`src/rtl/mem_arbiter.sv`:
```
// mem_arbiter: shares one single-port memory between instruction fetch and the
// load/store unit. At most one transaction is outstanding. The LSU normally wins
// arbitration, but fetch is forced through after STARVE_LIMIT consecutive losses.
// Grants and response strobes are combinational so that a response cycle can
// also grant the next request, giving one transaction every two cycles.
module mem_arbiter #(
    parameter int XLEN         = 32,  // matches riscv_pkg::XLEN
    parameter int STARVE_LIMIT = 4
) (
    input  logic            clk_i,
    input  logic            rstn_i,
    // instruction fetch port
    input  logic            if_req_i,
    input  logic [XLEN-1:0] if_addr_i,
    output logic            if_gnt_o,
    output logic            if_rvalid_o,
    // load/store port
    input  logic            lsu_req_i,
    input  logic [XLEN-1:0] lsu_addr_i,
    input  logic            lsu_we_i,
    input  logic [3:0]      lsu_wstrb_i,
    input  logic [XLEN-1:0] lsu_wdata_i,
    output logic            lsu_gnt_o,
    output logic            lsu_rvalid_o,
    // shared response data
    output logic [XLEN-1:0] rsp_rdata_o,
    // memory port
    output logic            mem_req_o,
    input  logic            mem_gnt_i,
    output logic [XLEN-1:0] mem_addr_o,
    output logic            mem_we_o,
    output logic [3:0]      mem_wstrb_o,
    output logic [XLEN-1:0] mem_wdata_o,
    input  logic            mem_rvalid_i,
    input  logic [XLEN-1:0] mem_rdata_i
);

    localparam int SW = $clog2(STARVE_LIMIT + 1);
    localparam logic [SW-1:0] STARVE_MAX = SW'(STARVE_LIMIT);

    localparam logic [1:0] IDLE = 2'd0;
    localparam logic [1:0] REQ  = 2'd1;
    localparam logic [1:0] WAIT = 2'd2;

    logic [1:0]      r_state;
    logic [1:0]      w_state_nxt;
    logic [SW-1:0]   r_starve;
    logic [XLEN-1:0] r_addr;
    logic            r_we;
    logic [3:0]      r_wstrb;
    logic [XLEN-1:0] r_wdata;
    logic            r_owner;      // 1 = LSU owns the outstanding transaction

    logic            w_resp;
    logic            w_window;
    logic            w_fetch_win;
    logic            w_lsu_win;

    // A response arrives only while waiting; the window opens in IDLE or on
    // that response, and is held shut while reset is asserted.
    assign w_resp      = (r_state == WAIT) && mem_rvalid_i;
    assign w_window    = rstn_i && ((r_state == IDLE) || w_resp);
    assign w_fetch_win = w_window && if_req_i && (!lsu_req_i || (r_starve == STARVE_MAX));
    assign w_lsu_win   = w_window && lsu_req_i && !w_fetch_win;

    assign if_gnt_o     = w_fetch_win;
    assign lsu_gnt_o    = w_lsu_win;
    assign if_rvalid_o  = w_resp && !r_owner;
    assign lsu_rvalid_o = w_resp && r_owner;
    assign rsp_rdata_o  = w_resp ? mem_rdata_i : {XLEN{1'b0}};

    assign mem_req_o   = (r_state == REQ);
    assign mem_addr_o  = r_addr;
    assign mem_we_o    = r_we;
    assign mem_wstrb_o = r_wstrb;
    assign mem_wdata_o = r_wdata;

    // Next-state decode for the IDLE / REQ / WAIT transaction sequencer
    always_comb begin
        w_state_nxt = r_state;
        case (r_state)
            IDLE: begin
                if (w_fetch_win || w_lsu_win) begin
                    w_state_nxt = REQ;
                end else begin
                    w_state_nxt = IDLE;
                end
            end
            REQ: begin
                if (mem_gnt_i) begin
                    w_state_nxt = WAIT;
                end else begin
                    w_state_nxt = REQ;
                end
            end
            WAIT: begin
                if (mem_rvalid_i) begin
                    w_state_nxt = (w_fetch_win || w_lsu_win) ? REQ : IDLE;
                end else begin
                    w_state_nxt = WAIT;
                end
            end
            default: begin
                w_state_nxt = IDLE;
            end
        endcase
    end

    // State register; reset abandons any in-flight transaction
    always_ff @(posedge clk_i or negedge rstn_i) begin
        if (!rstn_i) begin
            r_state <= IDLE;
        end else begin
            r_state <= w_state_nxt;
        end
    end

    // Count fetch losses against a waiting fetch, saturating at the limit
    always_ff @(posedge clk_i or negedge rstn_i) begin
        if (!rstn_i) begin
            r_starve <= {SW{1'b0}};
        end else if (w_fetch_win) begin
            r_starve <= {SW{1'b0}};
        end else if (w_lsu_win && if_req_i && (r_starve != STARVE_MAX)) begin
            r_starve <= r_starve + SW'(1);
        end else begin
            r_starve <= r_starve;
        end
    end

    // Capture the winner's request fields so they stay stable through REQ
    always_ff @(posedge clk_i or negedge rstn_i) begin
        if (!rstn_i) begin
            r_addr  <= {XLEN{1'b0}};
            r_we    <= 1'b0;
            r_wstrb <= 4'b0000;
            r_wdata <= {XLEN{1'b0}};
            r_owner <= 1'b0;
        end else if (w_fetch_win) begin
            r_addr  <= if_addr_i;
            r_we    <= 1'b0;
            r_wstrb <= 4'b0000;
            r_wdata <= {XLEN{1'b0}};
            r_owner <= 1'b0;
        end else if (w_lsu_win) begin
            r_addr  <= lsu_addr_i;
            r_we    <= lsu_we_i;
            r_wstrb <= lsu_wstrb_i;
            r_wdata <= lsu_wdata_i;
            r_owner <= 1'b1;
        end else begin
            r_addr  <= r_addr;
            r_we    <= r_we;
            r_wstrb <= r_wstrb;
            r_wdata <= r_wdata;
            r_owner <= r_owner;
        end
    end

endmodule

```
`config.mk`:
```
export PLATFORM = sky130hd
export DESIGN_NAME = mem_arbiter
export DESIGN_NICKNAME = d
export VERILOG_FILES = /design/src/rtl/mem_arbiter.sv
export SDC_FILE = /design/constraint.sdc
export NUM_CORES = 1
export LEC_CHECK = 0
export CAP_MARGIN = 20
export CORE_ASPECT_RATIO = 0.75
export CORE_MARGIN = 1.5
export CORE_UTILIZATION = 35
export CTS_CLUSTER_DIAMETER = 150
export DETAILED_ROUTE_END_ITERATION = 12
export PLACE_DENSITY = 0.86
export SYNTH_ARGS = -nofsm -noshare
export SYNTH_HDL_FRONTEND = slang
export SYNTH_SLANG_ARGS = --single-unit
```
`constraint.sdc`:
```
create_clock -name clk_i -period 1.96 [get_ports clk_i]
set_input_delay 0.392 -clock clk_i [delete_from_list [all_inputs] [get_ports clk_i]]
set_output_delay 0.392 -clock clk_i [all_outputs]
set_load 0.01 [all_outputs]
```
== Word-level counts from Yosys, hierarchy flattened ==
Index checks and enable logic that the tools add are counted.
Word-level totals
  input port bits: 139
  register bits: 75
  word-level logic and storage cells: 48
Operators by class
  $add $sub $neg: 1
  mux-type cells: 17
  equal/unequal tests: 4
  reduce and logical (&&, ||, !) cells: 19
Operators with widths (number)
  32-bit two-way mux: 5
  1-bit logical AND: 10
  4-bit two-way mux: 2
  3-bit two-way mux: 2
  2-bit one-hot mux with 3 select lines: 1
  1-bit two-way mux: 5
  2-bit two-way mux: 2
  2-bit nonzero test: 2
  3-bit by 1-bit adder with 3-bit output (second input constant): 1
  3-bit == test (second input constant): 1
  1-bit logical NOT: 3
  1-bit logical OR: 3
  3-bit inequality test (second input constant): 1
  2-bit by 1-bit == test with 1-bit output (second input constant): 1
  2-bit == test (second input constant): 1
  2-bit logical NOT: 1

== Depth between registers and ports, before layout ==
  depth after elaboration: 12
  gate-level depth with buffers: 7

== Worst setup path after synthesis ==
OpenSTA, ideal clock, no wires.
  kind: register to output
  from: reg r_starve[0]
  to: out lsu_gnt_o
  path slack: 0.372 ns
  arrival time: 1.196 ns
  stages on the path, launching flop included: 7
  cells stage by stage: dfrtp_1 inv_1 ha_1 nand3_1 and4_1 buf_2 buf_2
On the way
  word-level cells in the longest chain between the ends: 5
RTL lines
  start, declared: line 47  | logic [SW-1:0] r_starve;
  start signal, assigned: line 121  | r_starve <= {SW{1'b0}};
  start signal, assigned: line 123  | r_starve <= {SW{1'b0}};
  start signal, assigned: line 125  | r_starve <= r_starve + SW'(1);
  3-bit == test: line 63  | assign w_fetch_win = w_window && if_req_i && (!lsu_req_i || (r_starve == STARVE_MAX));
  1-bit logical OR: line 63
  1-bit logical AND: line 63
  1-bit logical NOT: line 64  | assign w_lsu_win = w_window && lsu_req_i && !w_fetch_win;
  1-bit logical AND: line 64
  end, declared: line 23  | output logic lsu_gnt_o,
Every way passes these cells.

== Final worst setup path ==
  from: reg r_starve[1]
  to: out if_gnt_o
On the way
  word-level cells in the longest chain between the ends: 3
RTL lines
  3-bit == test: line 63
  1-bit logical OR: line 63
  1-bit logical AND: line 63
  end, declared: line 15  | output logic if_gnt_o,
Every way passes these cells.

==> reports/qor.yml <==
grt:
  grt_first_pass_wirelength_um: 17050
  grt_antenna_before_repair: 0
  grt_overflow_total: 0
  track_usage_pct: 21.38
  via_count_of_the_first_global_routing_pass: 3549
  pin_count_of_the_biggest_net_entering_global_routing: 65
setup_path:
  timing.critical_path.required_ps: 1570
  endpoint_type_of_the_worst_setup_path: "output port"
  rr_worst_depth: 7
  critical_path.startpoint_type: "flop"
  regToRegEndpoint: "mem_addr_o[1]"
  timing.setup.critical_path_class: "reg -> out"
  internal_reg_to_reg_setup_slack_ps: 160
  timing.critical_path.to: "if_gnt_o"
  critical_path.startpoint: "r_starve[1]"
  worstPathArrival_ps: 1550
  regToRegStartpoint: "r_starve[1]"
  crit_path_max_fanout: 3
clocking:
  clock_tree_from_tritoncts: "yes"
  maximum_clock_path_buffer_count: 2
  cts_hold_buffers: 0
  cts-buffers-inserted: 9
  htree_num_levels: 3
  cts_num_sinks: 75
  clk_transition_reported_paths_ps: 60
  cts_root_buf: "clkbuf_16"
  worst_skew_pair.late_latency_ps: 330
logic_synthesis:
  ys_top_cells_by_area: "dfrtp_1 (55%), inv_1 (11%), a22o_1 (9.5%)"
  synth_ff_type: "dfrtp_1"
  synthesis.instances: 327
  mappedNetlistArea_um2: 3428
  asyncSetResetFlopFracSynth_pct: 100.0
  yosysMostFrequentCell: "inv_1"
  yosys.area_share.adder_pct: 0.7299
  multiplexer_share_of_the_synthesized_area_pct: 0.5839
  synth.net_count: 468
  synthDominantAreaCellType: "dfrtp_1"
  area_share_of_and_or_nand_nor_cells_after_synthesis_pct: 9.708
  yosysWarningCount: 0
  number_of_library_cell_types_mapped_by_synthesis: 28
  ys_seq_elements: 75
  synth_enable_flop_cells: 0
  synth.yosys.seq_area_share_pct: 54.74
  post_synth_xor_area_fraction_pct: 0
  largest_family_of_logic_cells_by_synthesized_area: "compound AO/OA/AOI/OAI gates"
  synth.avg_cell_area_um2: 10.48
  most_numerous_cell_types_in_the_synthesized_netlist: "inv_1 (100), dfrtp_1 (75), a22o_1 (37)"
  synth_compound_area_share_pct: 20.55
  post-synth-top-area-fraction_pct: 54.74
floorplan:
  initial_utilization_pct: 35.78
  top_level_ports: 245
  core_um2: 9580
  width_of_the_die_um: 117.3
  die_y_um: 88.71
  floorplan.rows: 31
  die_area_um2: 10400
layout:
  synthToLayoutAreaGrowth_pct: 89.49
  nets: 733
  utilization_pct: 67.81
  n_antenna_cell: 0
  postLayoutCellArea_um2: 6496
  layout-drive-gt1-share_pct: 17.76
route:
  first_iter_violations: 297
  drtAntennaViolNets: 0
  routedWlPerCell_um: 16.15
  num_vias: 3539
  finalWirelength_um: 11770
  drc_violations_left: 0
  firstDrtPassIters: 5
  vias_per_cell: 4.855
placed_design:
  port-buffer-count: 244
  globalplace.congestion: 0.7916
  post_dp_cell_area_um2: 6130
  place.detailed.hpwl_um: 8720
  place_worst_setup_slack_ps: -607.0
timing:
  setup_repair_after_global_routing_missed_its_margin: "yes"
  finClkSkew_ps: 7.541
  setup_viol: 0
  period_share_pct: 99.28
  finalMaxSlewViolations: 0
  worst_slew_pin_slew_ps: 507.6
  hold_viol_final: 0
  timing.fmax_ghz: 0.5139
  max_transition_margin_pct: 66.16
  finalWorstSetupSlack_ps: 14.20
  finalWorstPathRequiredPeriod_ps: 1946
  fin_setup_tns_ps: 0
job:
  timing.max_cap.violations: 0
status:
  run_status: "complete, no violations"
power:
  power.ir.vdd_worst_uv: 490.7
  power.total_w: 0.007991
  p_per_area_nw_per_um2: 1230
  power.static_leakage_nw: 3.231
worst_hold_path:
  timing.hold.worst.class: "in -> async"
[flip-flops by register name (all words and copies together) (netlist names)]
register,count
mem_we_o,1
r_state,2
mem_wstrb_o,4
r_starve,3
mem_addr_o,32
mem_wdata_o,32
r_owner,1
[cell usage in the layout (no fill, tap or decap), drive strengths merged, types with 2 or more instances in the layout]
cell type      netlist  routed
a222oi              32      32
a22o                37      37
and2                33      33
buf                 12      62
clkbuf               9      14
clkdlybuf4s50        0     203
clkinvlp             0       2
dfrtp               75      75
dlygate4sd2          0       4
ha                   2       2
inv                100     104
mux2i                2       2
nand2                4       4
nand2b               4       4
nand3                2       2
nor2b                2       2
[power by group]
group          internal, W  switching, W  total (W)
clock              0.00101      0.000696    0.00170
sequential         0.00223      0.000392    0.00262
combinational      0.00221       0.00145    0.00366
total              0.00546       0.00254    0.00799
[repair_timing]
item / CTS / global route
cloned: 2 / 1
endpoints found under the setup margin: 38 / 34
resized for setup: 130 / 49
setup buffers: 6 / 3
pin swaps: 2 / 8
endpoints found under the hold margin: 0 / 0
[critical path, stage by stage, from the launching register on]
cell	delay [ps]
dfrtp_1	390
inv_2	80
ha_4	160
a21boi_2	80
nor4_4	250
buf_4	180
buf_6	100
[through the flow]
stage,instances,hold WS [ps]
2_1_floorplan,327,96.41
3_3_place_gp,701,487.5
3_5_place_dp,701,490.4
4_1_cts,725,136.6
5_1_grt,729,176.1
6_report,729,133.6
[cell families (layout without fill, tap and decap cells)]
logic type,after synthesis,count (layout)
buf+inv,121,391
compound gates,76,76
flops,75,75
simple gates,51,51
fa+ha+maj,2,2
mux,2,2
[area by class of cell]
| type | instances | area [µm²] |
|---|---|---|
| Inverter | 100 | 375.4 |
| Timing Repair Buffer | 275 | 2624 |
| Clock inverter | 7 | 82.58 |
| Sequential cell | 75 | 1878 |
| Fill cell | 719 | 3084 |
| Multi-Input combinational cell | 131 | 1146 |
| Clock buffer | 9 | 225.2 |
| Tap cell | 132 | 165.2 |
[per-layer routing]
metal  vias to the layer above  share of wire [%]  track usage (%)  wire [µm]
li1                       1635                  -                -          -
met1                      1703                 37            23.40       4371
met2                       184                 52            39.69       6127
met3                        17                9.3            6.438       1094
met4                         0                1.5            7.119        180
met5                         -                  0                0          0
[worst min path at each step]
stage,depth (start not counted),endpoint,start
global placement,2,mem_addr_o[4],rstn_i
CTS,2,mem_addr_o[4],rstn_i
global route,2,mem_addr_o[5],rstn_i
finish,2,mem_addr_o[4],rstn_i
floorplan,0,mem_addr_o[0],rstn_i
detailed placement,2,mem_addr_o[4],rstn_i
No activity file was read; power rests on OpenSTA's default activity.
